$ cat config.mk
export PLATFORM = sky130hd
export DESIGN_NAME = tiled_array_controller
export DESIGN_NICKNAME = d
export VERILOG_FILES = /design/src/rtl/tiled_array_controller.sv
export SDC_FILE = /design/constraint.sdc
export NUM_CORES = 1
export LEC_CHECK = 0
export ABC_AREA = 1
export CORE_MARGIN = 2
export CORE_UTILIZATION = 60
export DETAILED_ROUTE_END_ITERATION = 6
export GPL_ROUTABILITY_DRIVEN = 0
export PLACE_DENSITY_LB_ADDON = 0.2
export SLEW_MARGIN = 30
export SYNTH_ARGS = -nofsm -noshare
export SYNTH_HDL_FRONTEND = slang
export SYNTH_SLANG_ARGS = --single-unit
$ cat constraint.sdc
create_clock -name CLK -period 8.5 [get_ports CLK]
set_clock_uncertainty 0.15 [all_clocks]
set_input_delay 1.7 -clock CLK [delete_from_list [all_inputs] [get_ports CLK]]
set_output_delay 1.7 -clock CLK [all_outputs]
set_load 0.02 [all_outputs]
$ cat src/rtl/tiled_array_controller.sv
// Job sequencer for an N x N systolic PE array: per tile it stages weights and
// activations from shared SRAM, streams them through the array, drains results, then writes back.
module tiled_array_controller #(
   parameter int N      = 16,
   parameter int ADDR_W = 13,
   parameter int TILE_W = 6
) (
   input  logic              CLK,
   input  logic              RESET,
   input  logic              START,
   input  logic              MODE,
   input  logic [TILE_W-1:0] TILES,
   input  logic [ADDR_W-1:0] IADDR,
   input  logic [ADDR_W-1:0] WADDR,
   input  logic [ADDR_W-1:0] OADDR,
   output logic              BUSY,
   output logic              DONE,
   output logic [2:0]        STATE,
   output logic              W_EN,
   output logic              SELECTOR,
   output logic              ACC_CLR,
   output logic              share_cen,
   output logic              share_wen,
   output logic [ADDR_W-1:0] share_addr,
   output logic              weight_cen,
   output logic              weight_wen,
   output logic [ADDR_W-1:0] weight_addr,
   output logic              activate_cen,
   output logic              activate_wen,
   output logic [ADDR_W-1:0] activate_addr,
   output logic              output_cen,
   output logic              output_wen,
   output logic [ADDR_W-1:0] output_addr
);

   // Counter must hold the longest phase: write-back of N*(2^TILE_W - 1) words.
   localparam int CNT_W = $clog2(N * (1 << TILE_W) + 2);

   typedef enum logic [2:0] {
      S_IDLE  = 3'd0,
      S_LOADW = 3'd1,
      S_LOADA = 3'd2,
      S_CALC  = 3'd3,
      S_DRAIN = 3'd4,
      S_WB    = 3'd5,
      S_FIN   = 3'd6
   } state_t;

   state_t              state_q, state_d;
   logic [CNT_W-1:0]    cnt_q;
   logic [CNT_W-1:0]    last_cnt;
   logic                state_done;
   logic [TILE_W-1:0]   tile_q;
   logic [TILE_W-1:0]   tiles_q;
   logic [TILE_W-1:0]   tiles_eff;
   logic                tile_last;
   logic                mode_q;
   logic [ADDR_W-1:0]   iaddr_q;
   logic [ADDR_W-1:0]   waddr_q;
   logic [ADDR_W-1:0]   oaddr_q;
   logic [ADDR_W-1:0]   tile_off_q;
   logic [CNT_W-1:0]    wb_len_q;
   logic [CNT_W-1:0]    wb_len_d;
   logic [ADDR_W-1:0]   cnt_a;
   logic [ADDR_W-1:0]   cnt_m1;
   logic [ADDR_W-1:0]   drain_off;
   logic                rd_phase;
   logic                wr_phase;

   assign tiles_eff  = (TILES == '0) ? TILE_W'(1) : TILES;
   assign wb_len_d   = MODE ? CNT_W'(N) : CNT_W'(N) * CNT_W'(tiles_eff);
   assign tile_last  = (tile_q == tiles_q - TILE_W'(1));
   assign cnt_a      = ADDR_W'(cnt_q);
   assign cnt_m1     = ADDR_W'(cnt_q - CNT_W'(1));
   assign drain_off  = ADDR_W'(cnt_q - CNT_W'(N));
   assign rd_phase   = (cnt_q < CNT_W'(N));
   assign wr_phase   = (cnt_q != '0);
   assign state_done = (cnt_q == last_cnt);

   // Handshake: START is a one-cycle request honoured only in IDLE; BUSY spans
   // LOADW..WB, and DONE pulses for the single FIN cycle with BUSY already low.
   always_comb begin
      last_cnt = '0;
      state_d  = state_q;
      case (state_q)
         S_IDLE:  if (START) state_d = S_LOADW;
         S_LOADW: begin
            last_cnt = CNT_W'(N);
            if (state_done) state_d = S_LOADA;
         end
         S_LOADA: begin
            last_cnt = CNT_W'(N);
            if (state_done) state_d = S_CALC;
         end
         S_CALC: begin
            last_cnt = CNT_W'(N - 1);
            if (state_done) state_d = S_DRAIN;
         end
         S_DRAIN: begin
            last_cnt = CNT_W'(2 * N - 1);
            if (state_done) state_d = tile_last ? S_WB : S_LOADW;
         end
         S_WB: begin
            last_cnt = wb_len_q;
            if (state_done) state_d = S_FIN;
         end
         S_FIN:   state_d = S_IDLE;
         default: state_d = S_IDLE;
      endcase
   end

   always_ff @(posedge CLK or negedge RESET) begin
      if (!RESET) begin
         state_q    <= S_IDLE;
         cnt_q      <= '0;
         tile_q     <= '0;
         tiles_q    <= '0;
         mode_q     <= 1'b0;
         iaddr_q    <= '0;
         waddr_q    <= '0;
         oaddr_q    <= '0;
         tile_off_q <= '0;
         wb_len_q   <= '0;
      end else begin
         state_q <= state_d;
         cnt_q   <= state_done ? '0 : cnt_q + CNT_W'(1);
         if (state_q == S_IDLE && START) begin
            mode_q     <= MODE;
            tiles_q    <= tiles_eff;
            iaddr_q    <= IADDR;
            waddr_q    <= WADDR;
            oaddr_q    <= OADDR;
            tile_q     <= '0;
            tile_off_q <= '0;
            wb_len_q   <= wb_len_d;
         end else if (state_q == S_DRAIN && state_done && !tile_last) begin
            tile_q     <= tile_q + TILE_W'(1);
            tile_off_q <= tile_off_q + ADDR_W'(N);
         end
      end
   end

   // Writes trail reads by one cycle to cover the 1-cycle SRAM read latency.
   always_comb begin
      W_EN          = 1'b0;
      SELECTOR      = 1'b0;
      ACC_CLR       = 1'b0;
      DONE          = 1'b0;
      share_cen     = 1'b1;
      share_wen     = 1'b1;
      share_addr    = '0;
      weight_cen    = 1'b1;
      weight_wen    = 1'b1;
      weight_addr   = '0;
      activate_cen  = 1'b1;
      activate_wen  = 1'b1;
      activate_addr = '0;
      output_cen    = 1'b1;
      output_wen    = 1'b1;
      output_addr   = '0;
      case (state_q)
         S_LOADW: begin
            if (rd_phase) begin
               share_cen  = 1'b0;
               share_addr = waddr_q + tile_off_q + cnt_a;
            end
            if (wr_phase) begin
               weight_cen  = 1'b0;
               weight_wen  = 1'b0;
               weight_addr = cnt_m1;
            end
         end
         S_LOADA: begin
            if (rd_phase) begin
               share_cen   = 1'b0;
               share_addr  = iaddr_q + tile_off_q + cnt_a;
               weight_cen  = 1'b0;
               weight_addr = cnt_a;
               W_EN        = 1'b1;
               SELECTOR    = 1'b1;
            end
            if (wr_phase) begin
               activate_cen  = 1'b0;
               activate_wen  = 1'b0;
               activate_addr = cnt_m1;
            end
         end
         S_CALC: begin
            activate_cen  = 1'b0;
            activate_addr = cnt_a;
            ACC_CLR       = (cnt_q == '0) && (!mode_q || tile_q == '0);
         end
         S_DRAIN: begin
            if (!rd_phase) begin
               output_cen  = 1'b0;
               output_wen  = 1'b0;
               output_addr = (mode_q ? '0 : tile_off_q) + drain_off;
            end
         end
         S_WB: begin
            if (cnt_q < wb_len_q) begin
               output_cen  = 1'b0;
               output_addr = cnt_a;
            end
            if (wr_phase) begin
               share_cen  = 1'b0;
               share_wen  = 1'b0;
               share_addr = oaddr_q + cnt_m1;
            end
         end
         S_FIN:   DONE = 1'b1;
         default: ;
      endcase
   end

   assign BUSY  = (state_q != S_IDLE) && (state_q != S_FIN);
   assign STATE = state_q;

endmodule
==> key figures <==
Status
  – Status: complete, no violations

STA
  – Achievable Freq: 0.1672 GHz
  – Hold slack final: roughly 340 ps
  – Worst rel slew slack: around two fifths
  – Unrepaired setup endpoints after global routing: false
  – Setup TNS: 0 ps
  – Final worst-path setup slack: 2517 ps
  – Fin. max-slew vios: 0
  – Finish-stage setup viols: 0
  – Final-report hold violation count: 0
  – Least-Margin Pin Slew: roughly 900 ps
  – Final period utilization: 70.38%
  – Tmin final: 5983 ps

Detailed routing
  – DRC viols: 0
  – First-iteration detailed-routing DRC count: 829
  – Vias: between 8000 and 9000
  – Post-DRT Antenna Nets: 0
  – Post-Route WL: approximately 23000 um
  – DR vias/cell: 5.677
  – Avg WL per Cell: 15.88 um
  – First drt pass iteration count: 7

Floorplan
  – Initial core utilization: about three fifths
  – Core area: roughly 13000 um2
  – Row cnt: 42
  – DIE AREA: 14240 um2
  – I/O pin total: between 100 and 150
  – Die height: ~120 um
  – Die width: around 120 um

Critical path
  – Setup CP Type: reg -> out
  – Arrival time at the worst endpoint: 4130 ps
  – CP required: between 6000 and 7000 ps
  – Startpoint Class: flip-flop
  – Setup crit end kind: output pin
  – Crit-path max FO: 12

Hold path
  – Worst hold path type: reg -> reg

Logic synthesis
  – Synth unique cells: 48
  – Cell taking the most area after synthesis: dfrtp_1
  – Synth warn: 0
  – Main synth FF type: dfrtp_1
  – Cells after Synth: between 1000 and 1500
  – Syn Area/Cell: around 6.9 um2
  – Cell Area, Synth: 7983 um2
  – Top post-synthesis cells by area: dfrtp_1, nand2_1, ha_1
  – Post-synthesis sequential area ratio: around a quarter
  – Post-synth EDFFs: 0
  – Post-synthesis async set-or-reset flop share: 100.0%
  – Post-synth top area share: between 20% and 30%
  – Yosys reg bits: ~80

Clock tree
  – CTS Buf Count: 9
  – CTS resizes: 0
  – Clk pin slew, worst setup/hold paths: around 70 ps
  – Total clock sinks: between 80 and 90
  – Skew-Pair Late Insertion Delay: 360 ps
  – H-tree Lvls: 3
  – Max clock buf depth: 2
  – Post-CTS Hold Fix Bufs: 0
  – CTS tree: yes
  – Post-CTS Setup Inserts: 0
  – Root buffer cell: clkbuf_16

Placed design
  – Pre-CTS WS: between 3000 and 4000 ps
  – Dpl cells: between 1000 and 1500
  – Placed cell areas: slightly above 9000 um2
  – Final HPWL DP: 17510 um
  – Port buffer count: 116

GRT
  – Initial antenna violation count: 0
  – Total Routing Usage GR: about 33%
  – First-pass GRT wire length: about 37000 um
  – Grt ovf: 0
  – Vias in the first global route: between 7000 and 8000
  – Largest net degree at the start of global routing: 82

Job
  – Max-cap violations: 0

Power
  – Power, Total: slightly above 0.8 mW
  – Power Density: about 87 nW/um2
  – Worst vdd ir: around 94 uV
  – Leakage power: ~5.0 nW

Final layout
  – Fillcell total: 1104
  – Fin cells: around 1400
  – Most frequent cells in the layout: nand2_1, inv_1, clkdlybuf4s50_1
  – Final core occ: roughly 72%
  – Diodes inserted: 0
  – Share of layout cells above drive strength 1: under 10%
  – Area grow syn2layout: 19.00%
  – Post-layout nets: between 1000 and 1500
  – Design Area, Final: 9499 um2
  – Commonest non-fill, non-tap cell in the layout: nand2_1
path summary, 6_finish.rpt:
kind | from | end | slack [ps] | cells after the start
min in group asynchronous | RESET | STATE[0] | 1220 | 1
min | waddr_q[3] | waddr_q[3] | 340 | 2
max | cnt_q[4] | share_addr[12] | 2520 | 16
max in group asynchronous | RESET | iaddr_q[1] | 6440 | 1
min reg2reg | waddr_q[3] | waddr_q[3] | 340 | 2
max reg2reg | STATE[0] | tiles_q[0] | 5420 | 9
cell type report:
type	count	area [um2]	area share, %
multi-input combinational	891	5218	54.93
sequential	81	2027	21.34
timing repair buffer	118	1177	12.39
inverter	146	553.0	5.822
clock buffer	9	225.2	2.371
tap	176	220.2	2.318
clock inverter	7	78.83	0.8298
report_power, final:
group / switching (mW) / internal [mW]
combinational: 0.0142 / 0.0219
clock: 0.175 / 0.231
sequential: 0 / 0.385
total: 0.189 / 0.638
state kept, by name (all words and copies together) (netlist names):
| register | count |
|---|---|
| STATE | 3 |
| cnt_q | 11 |
| iaddr_q | 13 |
| mode_q | 1 |
| oaddr_q | 13 |
| tile_off_q | 9 |
| tile_q | 6 |
| tiles_q | 6 |
| waddr_q | 13 |
| wb_len_q | 6 |
synthesized netlist by cell type (2+ instances only):
| library cell | number |
|---|---|
| nand2_1 | 346 |
| inv_1 | 135 |
| nor2_1 | 90 |
| nand3_1 | 85 |
| dfrtp_1 | 81 |
| ha_1 | 70 |
| a21oi_1 | 47 |
| o21ai_0 | 39 |
| xor2_1 | 32 |
| o22ai_1 | 25 |
| nand4_1 | 20 |
| buf_2 | 18 |
| fa_1 | 18 |
| nand3_2 | 17 |
| nor3_1 | 16 |
| clkbuf_1 | 8 |
| nor2_2 | 8 |
| xnor2_1 | 8 |
| a31oi_1 | 6 |
| inv_2 | 6 |
| a21o_1 | 5 |
| buf_4 | 5 |
| nand2_2 | 5 |
| o211ai_1 | 5 |
| o21ai_1 | 5 |
| or2_2 | 5 |
| buf_6 | 4 |
| o21bai_1 | 4 |
| clkinv_1 | 3 |
| nand3_4 | 3 |
| o21a_1 | 3 |
| o221ai_1 | 3 |
| a211oi_1 | 2 |
| inv_4 | 2 |
| nand2_4 | 2 |
| nand3b_1 | 2 |
| nor2_8 | 2 |
| nor3b_1 | 2 |
| nor4_1 | 2 |
| o31ai_1 | 2 |
worst max-delay path, stage by stage (launching register included):
cell and delay, ps:
dfrtp_1 510, inv_1 390, ha_1 340, nand4_1 170
nor2_1 150, xor2_1 270, inv_1 90, ha_1 380
inv_1 80, nor3_1 260, nand3_1 120, inv_1 90
nor2_1 50, nand2_1 50, nand3_1 110, nand3_1 110
clkdlybuf4s50_1 610
cells by family after synthesis:
| logic type | count (synthesis) | synth area share, % |
|---|---|---|
| compound gates | 149 | 10.80 |
| xor+xnor | 40 | 4.389 |
| fa+ha+maj | 88 | 15.49 |
| buf+inv | 181 | 9.467 |
| flops | 81 | 25.39 |
| other cells | 1 | 0.04698 |
| simple gates | 609 | 34.42 |
per-layer routing:
metal / part of all wire [%] / vias up / global-route usage [%]
met4: 3.0 / 0 / 12.87
met2: 46 / 375 / 52.05
met1: 43 / 3746 / 46.06
li1: - / 3928 / -
met5: 0 / - / 0
met3: 8.1 / 58 / 4.598
Power figures use the tool's default switching activity.
